<file path="config.mk">
export PLATFORM = sky130hd
export DESIGN_NAME = mips_soc
export DESIGN_NICKNAME = d
export VERILOG_FILES = /design/src/rtl/mips_soc_pkg.sv /design/src/rtl/mips_core.sv /design/src/rtl/mips_soc_uart.sv /design/src/rtl/mips_soc.sv
export SDC_FILE = /design/constraint.sdc
export NUM_CORES = 1
export LEC_CHECK = 0
export ABC_AREA = 1
export CORE_ASPECT_RATIO = 0.5
export CORE_MARGIN = 2
export CORE_UTILIZATION = 39
export CTS_CLUSTER_SIZE = 12
export DETAILED_ROUTE_END_ITERATION = 6
export GPL_TIMING_DRIVEN = 0
export PLACE_DENSITY_LB_ADDON = 0.25
export SLEW_MARGIN = 20
export SYNTH_ARGS = -nofsm -noshare
export SYNTH_HDL_FRONTEND = slang
export SYNTH_SLANG_ARGS = --single-unit
</file>
<file path="constraint.sdc">
create_clock -name clk_in -period 1.36 [get_ports clk_in]
set_input_delay 0.34 -clock clk_in [delete_from_list [all_inputs] [get_ports clk_in]]
set_output_delay 0.34 -clock clk_in [all_outputs]
set_load 0.05 [all_outputs]
</file>
<file path="src/rtl/mips_soc_pkg.sv">
// Shared constants for the P8 MIPS SoC: bus address map, UART status bits,
// UART state encoding and the hex-to-7-segment decoder.
package mips_soc_pkg;

    localparam logic [15:0] ADDR_UART_DATA = 16'h7F10;
    localparam logic [15:0] ADDR_UART_STAT = 16'h7F14;
    localparam logic [15:0] ADDR_DIP_LO    = 16'h7F2C;
    localparam logic [15:0] ADDR_DIP_HI    = 16'h7F30;
    localparam logic [15:0] ADDR_KEY       = 16'h7F34;
    localparam logic [15:0] ADDR_TUBE      = 16'h7F38;
    localparam logic [15:0] ADDR_TUBE2     = 16'h7F3C;
    localparam logic [15:0] ADDR_LED       = 16'h7F40;

    localparam int STAT_TX_READY = 0;
    localparam int STAT_RX_VALID = 1;

    typedef enum logic [1:0] {U_IDLE, U_START, U_DATA, U_STOP} uart_state_t;

    // Segments {dp,g,f,e,d,c,b,a}, active-low, dp always off.
    function automatic logic [7:0] hex_seg(input logic [3:0] v);
        logic [7:0] s;
        case (v)
            4'h0: s = 8'hC0;  4'h1: s = 8'hF9;  4'h2: s = 8'hA4;  4'h3: s = 8'hB0;
            4'h4: s = 8'h99;  4'h5: s = 8'h92;  4'h6: s = 8'h82;  4'h7: s = 8'hF8;
            4'h8: s = 8'h80;  4'h9: s = 8'h90;  4'hA: s = 8'h88;  4'hB: s = 8'h83;
            4'hC: s = 8'hC6;  4'hD: s = 8'hA1;  4'hE: s = 8'h86;  default: s = 8'h8E;
        endcase
        return s;
    endfunction

endpackage

</file>
<file path="src/rtl/mips_core.sv">
// Interface shell of the pipelined P8 core: presents an idle load/store bus.
// The full build substitutes the real core; MIPS_WB_TRACE_EN adds the GRF trace pins.
module mips_core (
    input  logic        clk,
    input  logic        reset,
    input  logic [5:0]  hw_int,
    input  logic [31:0] pr_rd,
    output logic [31:0] pr_addr,
    output logic [31:0] pr_wd,
    output logic        pr_we
`ifdef MIPS_WB_TRACE_EN
    ,
    output logic        grf_we,
    output logic [4:0]  grf_a3,
    output logic [31:0] grf_wd,
    output logic [31:0] wb_pc8
`endif
);
    assign pr_addr = '0;
    assign pr_wd   = '0;
    assign pr_we   = 1'b0;
`ifdef MIPS_WB_TRACE_EN
    assign grf_we = 1'b0;
    assign grf_a3 = '0;
    assign grf_wd = '0;
    assign wb_pc8 = '0;
`endif

    logic unused_ok;
    assign unused_ok = ^{clk, reset, hw_int, pr_rd};
endmodule

</file>
<file path="src/rtl/mips_soc_uart.sv">
// 8N1 UART: TX shifter and mid-bit sampling RX, BIT_CYCLES clocks per bit.
// rxd must already be synchronised to clk.
module uart_8n1 import mips_soc_pkg::*; #(
    parameter int BIT_CYCLES = 2604
) (
    input  logic       clk,
    input  logic       rst_n,
    input  logic       tx_start,
    input  logic [7:0] tx_data,
    output logic       tx_ready,
    output logic       txd,
    input  logic       rxd,
    input  logic       rx_read,
    output logic [7:0] rx_data,
    output logic       rx_valid
);
    localparam int CW = $clog2(BIT_CYCLES);
    localparam logic [CW-1:0] FULL = CW'(BIT_CYCLES - 1);
    localparam logic [CW-1:0] HALF = CW'(BIT_CYCLES / 2 - 1);

    uart_state_t   tx_state, tx_next, rx_state, rx_next;
    logic [CW-1:0] tx_cnt, rx_cnt;
    logic [2:0]    tx_idx, rx_idx;
    logic [7:0]    tx_sh, rx_sh;
    logic          tx_tick, rx_tick, rx_half;

    assign tx_tick = (tx_cnt == FULL);
    assign rx_tick = (rx_cnt == FULL);
    assign rx_half = (rx_cnt == HALF);

    always_ff @(posedge clk or negedge rst_n)
        if (!rst_n) begin
            tx_state <= U_IDLE;
            rx_state <= U_IDLE;
        end else begin
            tx_state <= tx_next;
            rx_state <= rx_next;
        end

    // A start request outside IDLE is simply ignored; RX re-checks the start bit at mid-bit.
    always_comb begin
        tx_next = tx_state;
        case (tx_state)
            U_IDLE:  if (tx_start) tx_next = U_START;
            U_START: if (tx_tick) tx_next = U_DATA;
            U_DATA:  if (tx_tick && tx_idx == 3'd7) tx_next = U_STOP;
            U_STOP:  if (tx_tick) tx_next = U_IDLE;
            default: tx_next = U_IDLE;
        endcase
        rx_next = rx_state;
        case (rx_state)
            U_IDLE:  if (!rxd) rx_next = U_START;
            U_START: if (rx_half) rx_next = rxd ? U_IDLE : U_DATA;
            U_DATA:  if (rx_tick && rx_idx == 3'd7) rx_next = U_STOP;
            U_STOP:  if (rx_tick) rx_next = U_IDLE;
            default: rx_next = U_IDLE;
        endcase
    end

    always_comb begin
        txd      = 1'b1;
        tx_ready = 1'b0;
        case (tx_state)
            U_IDLE:  tx_ready = 1'b1;
            U_START: txd = 1'b0;
            U_DATA:  txd = tx_sh[0];
            default: ;
        endcase
    end

    always_ff @(posedge clk or negedge rst_n)
        if (!rst_n) begin
            tx_cnt <= '0;
            tx_idx <= '0;
            tx_sh  <= '0;
        end else begin
            tx_cnt <= (tx_state == U_IDLE || tx_tick) ? '0 : tx_cnt + 1'b1;
            if (tx_state == U_IDLE && tx_start) begin
                tx_sh  <= tx_data;
                tx_idx <= '0;
            end else if (tx_state == U_DATA && tx_tick) begin
                tx_sh  <= tx_sh >> 1;
                tx_idx <= tx_idx + 1'b1;
            end
        end

    // A good stop bit publishes the byte, overwriting any unread one.
    always_ff @(posedge clk or negedge rst_n)
        if (!rst_n) begin
            rx_cnt   <= '0;
            rx_idx   <= '0;
            rx_sh    <= '0;
            rx_data  <= '0;
            rx_valid <= 1'b0;
        end else begin
            rx_cnt <= (rx_state != rx_next || rx_tick) ? '0 : rx_cnt + 1'b1;
            if (rx_state == U_START)
                rx_idx <= '0;
            else if (rx_state == U_DATA && rx_tick) begin
                rx_sh  <= {rxd, rx_sh[7:1]};
                rx_idx <= rx_idx + 1'b1;
            end
            if (rx_state == U_STOP && rx_tick && rxd) begin
                rx_data  <= rx_sh;
                rx_valid <= 1'b1;
            end else if (rx_read)
                rx_valid <= 1'b0;
        end
endmodule

</file>
<file path="src/rtl/mips_soc.sv">
// FPGA top of the P8 MIPS system: core, bus bridge, GPIO, tube scanner and UART.
// Define MIPS_WB_TRACE_EN for a simulation-only print of every GRF write-back.
module mips_soc import mips_soc_pkg::*; #(
    parameter int CLK_FREQ = 25_000_000,
    parameter int BAUD     = 9600,
    parameter int SCAN_HZ  = 1000
) (
    input  logic        clk_in,
    input  logic        sys_rstn,
    input  logic [7:0]  dip_switch0,
    input  logic [7:0]  dip_switch1,
    input  logic [7:0]  dip_switch2,
    input  logic [7:0]  dip_switch3,
    input  logic [7:0]  dip_switch4,
    input  logic [7:0]  dip_switch5,
    input  logic [7:0]  dip_switch6,
    input  logic [7:0]  dip_switch7,
    input  logic [7:0]  user_key,
    input  logic        uart_rxd,
    output logic [3:0]  digital_tube_sel0,
    output logic [3:0]  digital_tube_sel1,
    output logic        digital_tube_sel2,
    output logic [7:0]  digital_tube0,
    output logic [7:0]  digital_tube1,
    output logic [7:0]  digital_tube2,
    output logic [31:0] led_light,
    output logic        uart_txd
);
    localparam int BIT_CYCLES = CLK_FREQ / BAUD;
    localparam int SCAN_DIV   = CLK_FREQ / SCAN_HZ;
    localparam int SW         = $clog2(SCAN_DIV);

    logic [1:0] rst_sync;
    logic       rst_n;
    always_ff @(posedge clk_in or negedge sys_rstn)
        if (!sys_rstn) rst_sync <= '0;
        else           rst_sync <= {rst_sync[0], 1'b1};
    assign rst_n = rst_sync[1];

    logic [63:0] dip_m, dip_s;
    logic [7:0]  key_m, key_s;
    logic        rxd_m, rxd_s;
    always_ff @(posedge clk_in or negedge rst_n)
        if (!rst_n) begin
            dip_m <= '0;  dip_s <= '0;
            key_m <= '0;  key_s <= '0;
            rxd_m <= 1'b1; rxd_s <= 1'b1;
        end else begin
            dip_m <= {dip_switch7, dip_switch6, dip_switch5, dip_switch4,
                      dip_switch3, dip_switch2, dip_switch1, dip_switch0};
            dip_s <= dip_m;
            key_m <= user_key;  key_s <= key_m;
            rxd_m <= uart_rxd;  rxd_s <= rxd_m;
        end

    logic [31:0] cpu_addr, cpu_wdata, cpu_rdata;
    logic        cpu_we;
    logic [5:0]  hw_int;
    logic [15:0] addr;
    assign addr = cpu_addr[15:0];

`ifdef MIPS_WB_TRACE_EN
    logic        grf_we;
    logic [4:0]  grf_a3;
    logic [31:0] grf_wd, wb_pc8;
    always @(posedge clk_in)
        if (grf_we && grf_a3 != 5'd0)
            $display("@%h:%d <= %h", wb_pc8 - 32'd8, grf_a3, grf_wd);
`endif

    mips_core CPU (
        .clk     (clk_in),
        .reset   (!rst_n),
        .hw_int  (hw_int),
        .pr_rd   (cpu_rdata),
        .pr_addr (cpu_addr),
        .pr_wd   (cpu_wdata),
        .pr_we   (cpu_we)
`ifdef MIPS_WB_TRACE_EN
        ,
        .grf_we  (grf_we),
        .grf_a3  (grf_a3),
        .grf_wd  (grf_wd),
        .wb_pc8  (wb_pc8)
`endif
    );

    logic       tx_ready, rx_valid;
    logic [7:0] rx_data;
    uart_8n1 #(.BIT_CYCLES(BIT_CYCLES)) uart (
        .clk      (clk_in),
        .rst_n    (rst_n),
        .tx_start (cpu_we && addr == ADDR_UART_DATA),
        .tx_data  (cpu_wdata[7:0]),
        .tx_ready (tx_ready),
        .txd      (uart_txd),
        .rxd      (rxd_s),
        .rx_read  (!cpu_we && addr == ADDR_UART_DATA),
        .rx_data  (rx_data),
        .rx_valid (rx_valid)
    );

    logic [31:0] led_reg, tube_reg;
    logic [3:0]  tube2_reg;
    always_ff @(posedge clk_in or negedge rst_n)
        if (!rst_n) begin
            led_reg   <= '0;
            tube_reg  <= '0;
            tube2_reg <= '0;
        end else if (cpu_we) begin
            case (addr)
                ADDR_TUBE:  tube_reg  <= cpu_wdata;
                ADDR_TUBE2: tube2_reg <= cpu_wdata[3:0];
                ADDR_LED:   led_reg   <= cpu_wdata;
                default: ;
            endcase
        end

    always_comb begin
        cpu_rdata = '0;
        case (addr)
            ADDR_UART_DATA: cpu_rdata = {24'b0, rx_data};
            ADDR_UART_STAT: begin
                cpu_rdata[STAT_TX_READY] = tx_ready;
                cpu_rdata[STAT_RX_VALID] = rx_valid;
            end
            ADDR_DIP_LO:    cpu_rdata = dip_s[31:0];
            ADDR_DIP_HI:    cpu_rdata = dip_s[63:32];
            ADDR_KEY:       cpu_rdata = {24'b0, key_s};
            ADDR_TUBE:      cpu_rdata = tube_reg;
            ADDR_TUBE2:     cpu_rdata = {28'b0, tube2_reg};
            ADDR_LED:       cpu_rdata = led_reg;
            default: ;
        endcase
    end

    assign hw_int    = {2'b00, |key_s, rx_valid, 2'b00};
    assign led_light = ~led_reg;

    logic [SW-1:0] scan_cnt;
    logic [1:0]    digit;
    always_ff @(posedge clk_in or negedge rst_n)
        if (!rst_n) begin
            scan_cnt <= '0;
            digit    <= '0;
        end else if (scan_cnt == SW'(SCAN_DIV - 1)) begin
            scan_cnt <= '0;
            digit    <= digit + 1'b1;
        end else
            scan_cnt <= scan_cnt + 1'b1;

    // Digit i of each group shows nibble i of its half of tube_reg.
    assign digital_tube_sel0 = 4'b0001 << digit;
    assign digital_tube_sel1 = 4'b0001 << digit;
    assign digital_tube_sel2 = 1'b1;
    assign digital_tube0 = hex_seg(tube_reg[{digit, 2'b00} +: 4]);
    assign digital_tube1 = hex_seg(tube_reg[{1'b1, digit, 2'b00} +: 4]);
    assign digital_tube2 = hex_seg(tube2_reg);

    logic unused_ok;
    assign unused_ok = ^cpu_addr[31:16];
endmodule

</file>
==> out/qor.yml, run 1 <==
status:
  run_status: "finished with violations"
  violations: "negative setup slack"
global_routing:
  grtUsageTotal: 0.136
  gr-usage-met1: 0.147
  antenna_found_initial: 0
  grt_max_degree: 35
  grt_util_met3: 0.0370
  grt_pass1_wl_um: 7490
  grt_pass1_vias: 1783
  grt_remaining_overflow: 0
  gr-usage-met2: 0.263
  grt_busiest_layer: "met2"
place:
  gp_congestion: 0.852
  port_buffers: 10
  place_hpwl_um: 3430
  post-place-cells: 477
critical_path:
  r2r_end: "uart.tx_cnt[6]"
  worstPathRequired_ns: 1.02
  arrival_ns: 1.20
  ff2ff_setup_slack_ns: -0.03
  reg2regPathDepth: 7
  cp_max_fo: 4
  crit_path_start: "digit[1]"
  r2r_start: "uart.tx_cnt[1]"
  critPathKind: "reg2out"
  critPathLaunchType: "register"
  end_kind: "output pin"
floorplan:
  rows: 20
  dieArea_um2: 7110
  boundaryPins: 141
  initial_core_util: 0.408
  die_y_um: 60.6
  dieWidth_um: 117
  core_area_um2: 6130
sta:
  fin_skew_ns: 0.00274
  rsz0062_at_grt: "yes"
  timing.final.max_slew_violations: 0
  hold_violations: 0
  relSlewSlack: 0.497
  tightest_slew_ns: 0.755
  setup_viol: 14
  period_needed_ns: 1.54
  finalCritPeriodShare: 1.13
  max_freq_ghz: 0.648
  postLayoutSetupSlackWorst_ns: -0.183
yosys:
  synth-seq-area-share: 0.360
  syn_inst: 323
  yosys.area_share.simple: 0.282
  yosysUniqueCellTypes: 22
  synth_top_family_by_area: "simple AND/OR/NAND/NOR gates"
  synth_compound_area_frac: 0.0150
  synth_xor_area_frac: 0.0350
  synthMuxAreaShare: 0
  synth_area_per_cell_um2: 7.74
  ys_ff_latch: 36
  synthArstFlopShare: 1.00
  synthAdderAreaFrac: 0.0601
  synth_edf_count: 0
  synth_flop_cell: "dfrtp_1"
  synth_warnings: 0
  syn_area_um2: 2500
cts:
  cts.sinks: 36
  tritoncts: "done"
  insertion_delay_ns: 0.28
  cts_made_buffers: 5
  clkTransAtPathRegs_ns: 0.05
  cts_root_buf: "clkbuf_16"
  ctsHoldBuffers: 0
  ctsLongestPathBuffers: 2
  htreeDepth: 2
route:
  wl_um: 5160
  dr.pass1.iters: 4
  drt_iter0_markers: 64
  wl_per_cell_um: 10.3
  vias: 2093
  viasPerCell: 4.16
  drtAntennaViolNets: 0
  drcViolationCount: 0
final_layout:
  area_delta_synth_final_pct: 39.0
  mostFrequentLayoutCells: "buf_4 (75), conb_1 (58), nand2_1 (56)"
  final_common_cell: "buf_4"
  drive_gt1_frac: 0.359
  nets: 501
  n_antenna_cell: 0
  final_cells: 503
power_and_ir_drop:
  p_switching_mw: 0.820
  clockPowerShare: 0.451
  sequentialPowerShare: 0.381
  p_per_area_nw_per_um2: 826
  peakVddDrop_mv: 0.419
  p_comb_frac: 0.168
  p_int_mw: 2.05
  power_leakage_nw: 1.79
  swShare: 0.286
  power.total_mw: 2.87
min_path:
  hp-class: "in2async"
flow_run:
  cap_viol_max_count: 0
[layer usage]
| layer | share of wire | wire, µm | vias to the layer above |
|---|---|---|---|
| met2 | 0.50 | 2560 | 86 |
| met5 | 0 | 0 | - |
| li1 | - | - | 1058 |
| met3 | 0.084 | 434 | 12 |
| met1 | 0.40 | 2060 | 937 |
| met4 | 0.022 | 116 | 0 |
[cells in the mapped netlist (3+ instances only)]
cell,n,area (µm²)
buf_4,61,458
nor2_1,46,173
ha_1,12,150
nor3_1,8,40.0
nand3_1,18,90.1
xor2_1,10,87.6
nand2_1,60,225
nand4_1,8,50.1
nor2_2,4,25.0
a21oi_1,4,20.0
inv_1,39,146
dfrtp_1,36,901
nand2_2,3,18.8
[logic make-up after synthesis]
logic type | after synthesis
and+or+nand+nor | 154
buffers and inverters | 102
DFF | 36
adders and majority gates | 12
xor gates and xnor gates | 10
AOI/OAI and AO/OA | 7
other | 2
[power groups by stage]
stage	registers, mW	logic [mW]	clock network [mW]
final	1.09	0.482	1.29
after floorplan	1.11	0.469	0
after detailed placement	1.12	0.473	0
after global routing	1.10	0.501	1.37
after global placement	1.11	0.473	0
after CTS	1.10	0.473	1.32
[metrics by stage]
step / TNS (ns) / instance area, µm² / setup slack, ns / hold slack, ns / util
after CTS: -1.34 / 3250 / -0.205 / 0.218 / 0.530
after detailed placement: -6.94 / 2930 / -0.577 / 0.348 / 0.478
after global routing: -2.16 / 3470 / -0.220 / 0.217 / 0.567
final: -1.29 / 3470 / -0.183 / 0.221 / 0.567
after global placement: -10.17 / 2930 / -0.555 / 0.339 / 0.478
after floorplan: -0.201 / 2720 / -0.0761 / 0.0444 / -
[worst max path at each step]
stage	endpoint
floorplan	digital_tube_sel1[0]
global placement	uart_txd
detailed placement	digital_tube_sel1[2]
CTS	digital_tube_sel1[0]
global route	digital_tube_sel1[0]
finish	digital_tube_sel1[3]
[flip-flops by register name, summed over array words and instances (netlist names)]
| name | count |
|---|---|
| uart.tx_idx | 3 |
| scan_cnt | 15 |
| uart.tx_state | 2 |
| rst_sync | 2 |
| uart.tx_cnt | 12 |
| digit | 2 |
[layout make-up]
type / instances / area, µm²
Fill cell: 537 / 2660
Inverter: 41 / 159
Tap cell: 88 / 110
Buffer: 61 / 473
Multi-Input combinational cell: 242 / 1410
Clock buffer: 6 / 129
Sequential cell: 36 / 906
Clock inverter: 2 / 35.0
Timing Repair Buffer: 27 / 258
[what timing repair did]
| action | 4_1_cts | 5_1_grt |
|---|---|---|
| pin swaps | 9 | 19 |
| gates resized for setup | 82 | 41 |
| cloned | 0 | 1 |
| setup buffers | 10 | 7 |
| endpoints found under the setup margin | 36 | 26 |
[critical path, cell delays in order (launching register included)]
cell     delay [ns]
dfrtp_2        0.45
ha_2           0.22
buf_6          0.11
buf_8          0.14
No activity file was read; power rests on OpenSTA's default activity.
==> inputs of run 2 (changes only) <==
--- a/config.mk
+++ b/config.mk
@@ -11,7 +11,6 @@
 export CORE_UTILIZATION = 39
 export CTS_CLUSTER_SIZE = 12
 export DETAILED_ROUTE_END_ITERATION = 6
-export GPL_TIMING_DRIVEN = 0
 export PLACE_DENSITY_LB_ADDON = 0.25
 export SLEW_MARGIN = 20
 export SYNTH_ARGS = -nofsm -noshare
==> run 2 against run 1 <==
  * The run still ends with negative setup slack left
  * Clock skew up 0.0041 ns
  * Sequential cell count is the same
  * Worst hold slack lost 0.0054 ns
  * Worst setup slack improved by 0.055 ns
  * Core utilization down 7.1 points
  * Critical endpoint is now digital_tube_sel1[2]
  * Via count fell by 9.1%
  * Total power fell by 11%
  * Die area is the same
==> out/qor.yml, run 2 (same netlist as run 1, synthesis figures left out) <==
cts:
  cts_root_buf: "clkbuf_16"
  insertion_delay_ns: 0.28
  ctsHoldBuffers: 0
  tritoncts: "done"
  htreeDepth: 2
  clkTransAtPathRegs_ns: 0.06
  ctsLongestPathBuffers: 2
  cts.sinks: 36
  cts_made_buffers: 5
route:
  dr.pass1.iters: 4
  wl_per_cell_um: 10.1
  viasPerCell: 4.29
  vias: 1903
  drtAntennaViolNets: 0
  drt_iter0_markers: 82
  wl_um: 4510
  drcViolationCount: 0
final_layout:
  nets: 442
  mostFrequentLayoutCells: "conb_1 (58), nand2_1 (56), nor2_1 (42)"
  multi_input_area_um2: 1380
  ff_latch_area_um2: 905
  fillers: 573
  n_antenna_cell: 0
  area_delta_synth_final_pct: 21.5
  drive_gt1_frac: 0.233
  final_cells: 444
  reg_top3: "scan_cnt (15), uart.tx_cnt (12), uart.tx_idx (3)"
  utilization: 0.496
  regMostFlops: "scan_cnt"
  final_common_cell: "conb_1"
  largest_reg_flops: 15
min_path:
  hp-class: "in2async"
place:
  gp_congestion: 0.818
  place_ws_ns: -0.0137
  port_buffers: 10
  post-place-cells: 429
  place_hpwl_um: 3180
critical_path:
  cp_max_fo: 4
  cpPeakStageDelay_ns: 0.47
  path_cells: "inv_4, ha_4, buf_12"
  r2r_start: "scan_cnt[0]"
  crit_slowest_cell: "dfrtp_2"
  reg2regPathDepth: 7
  cp.buffers_inverters: 2
  arrival_ns: 1.15
  critPathKind: "reg2out"
  end_kind: "output pin"
  path_delay_family: "flip-flops"
  ff2ff_setup_slack_ns: 0.05
  worstPathRequired_ns: 1.02
  critPathLaunchType: "register"
  r2r_end: "scan_cnt[11]"
status:
  run_status: "finished with violations"
  violations: "negative setup slack"
global_routing:
  grtUsageTotal: 0.131
  grt_pass1_vias: 1684
  antenna_found_initial: 0
  grt_remaining_overflow: 0
  grt_pass1_wl_um: 7230
  grt_max_degree: 35
floorplan:
  dieWidth_um: 117
  core_area_um2: 6130
  die_y_um: 60.6
  rows: 20
  boundaryPins: 141
  dieArea_um2: 7110
  initial_core_util: 0.408
sta:
  timing.final.max_slew_violations: 0
  fin_skew_ns: 0.00687
  period_needed_ns: 1.49
  setup_viol: 9
  rsz0062_at_grt: "yes"
  finalCritPeriodShare: 1.09
  max_freq_ghz: 0.672
  hold_violations: 0
  postLayoutSetupSlackWorst_ns: -0.129
power_and_ir_drop:
  p_per_area_nw_per_um2: 844
  peakVddDrop_mv: 0.471
  power_leakage_nw: 1.51
flow_run:
  cap_viol_max_count: 0
-- run 2: changes by cell type in the layout (fill, tap and decap cells not counted), sizes merged --
cell | before | now
clkbuf | 6 | 5
clkinv | 1 | 3
buf | 87 | 29
nand2 | 64 | 63
bufinv | 1 | 0
-- run 2: final cells by class --
type | instances | share of cell area
multi-input combinational | 241 | 0.453
clock buffer | 5 | 0.0412
clock inverter | 3 | 0.00618
tap | 88 | 0.0362
inverter | 41 | 0.0531
sequential | 36 | 0.298
timing repair buffer | 30 | 0.112
-- run 2: how the worst max path moves through the flow --
stage | startpoint | end | slack (ns) | cells after the start
after floorplan | digit[0] | digital_tube_sel1[0] | -0.08 | 3
after global placement | scan_cnt[0] | scan_cnt[14] | -0.01 | 5
after detailed placement | scan_cnt[1] | scan_cnt[14] | -0.01 | 5
after CTS | uart.tx_state[1] | uart_txd | -0.14 | 4
after global routing | uart.tx_state[1] | uart_txd | -0.17 | 4
final | digit[0] | digital_tube_sel1[2] | -0.13 | 3
-- run 2: report_power, final --
part / total (mW) / leakage, nW / switching, mW / internal [mW]
logic: 0.368 / 0.954 / 0.363 / 0.00446
clock network: 1.12 / 0.0736 / 0.447 / 0.674
registers: 1.08 / 0.484 / 0.000693 / 1.07
-- run 2: timing repair --
item,CTS,global route
resized for setup,13,34
setup endpoints to repair,17,35
pin swaps,3,19
gates cloned,0,0
setup buffers,3,4
-- run 2: through the flow --
| stage | hold slack, ns | cell area [µm²] | TNS, ns | power, mW |
|---|---|---|---|---|
| CTS | 0.214 | 2880 | -1.20 | 2.61 |
| global placement | 0.285 | 2660 | -0.0131 | 1.46 |
| finish | 0.216 | 3040 | -1.02 | 2.56 |
| detailed placement | 0.294 | 2660 | -0.0259 | 1.46 |
| global route | 0.217 | 3040 | -1.54 | 2.67 |
| floorplan | 0.0444 | 2720 | -0.201 | 1.58 |
-- run 2: layer usage --
| metal | track usage | share of wire |
|---|---|---|
| met1 | 0.153 | 0.41 |
| met4 | 0.0437 | 0.019 |
| met3 | 0.0340 | 0.061 |
| met2 | 0.241 | 0.51 |
| met5 | 0 | 0 |
==> inputs of run 3 (changes only) <==
--- a/config.mk
+++ b/config.mk
@@ -9,7 +9,7 @@
 export CORE_ASPECT_RATIO = 0.5
 export CORE_MARGIN = 2
 export CORE_UTILIZATION = 39
-export CTS_CLUSTER_SIZE = 12
+export CTS_CLUSTER_SIZE = 25
 export DETAILED_ROUTE_END_ITERATION = 6
 export PLACE_DENSITY_LB_ADDON = 0.25
 export SLEW_MARGIN = 20
==> results of run 3 <==
No change in the layout: final DEF, timing and power equal those of run 2.
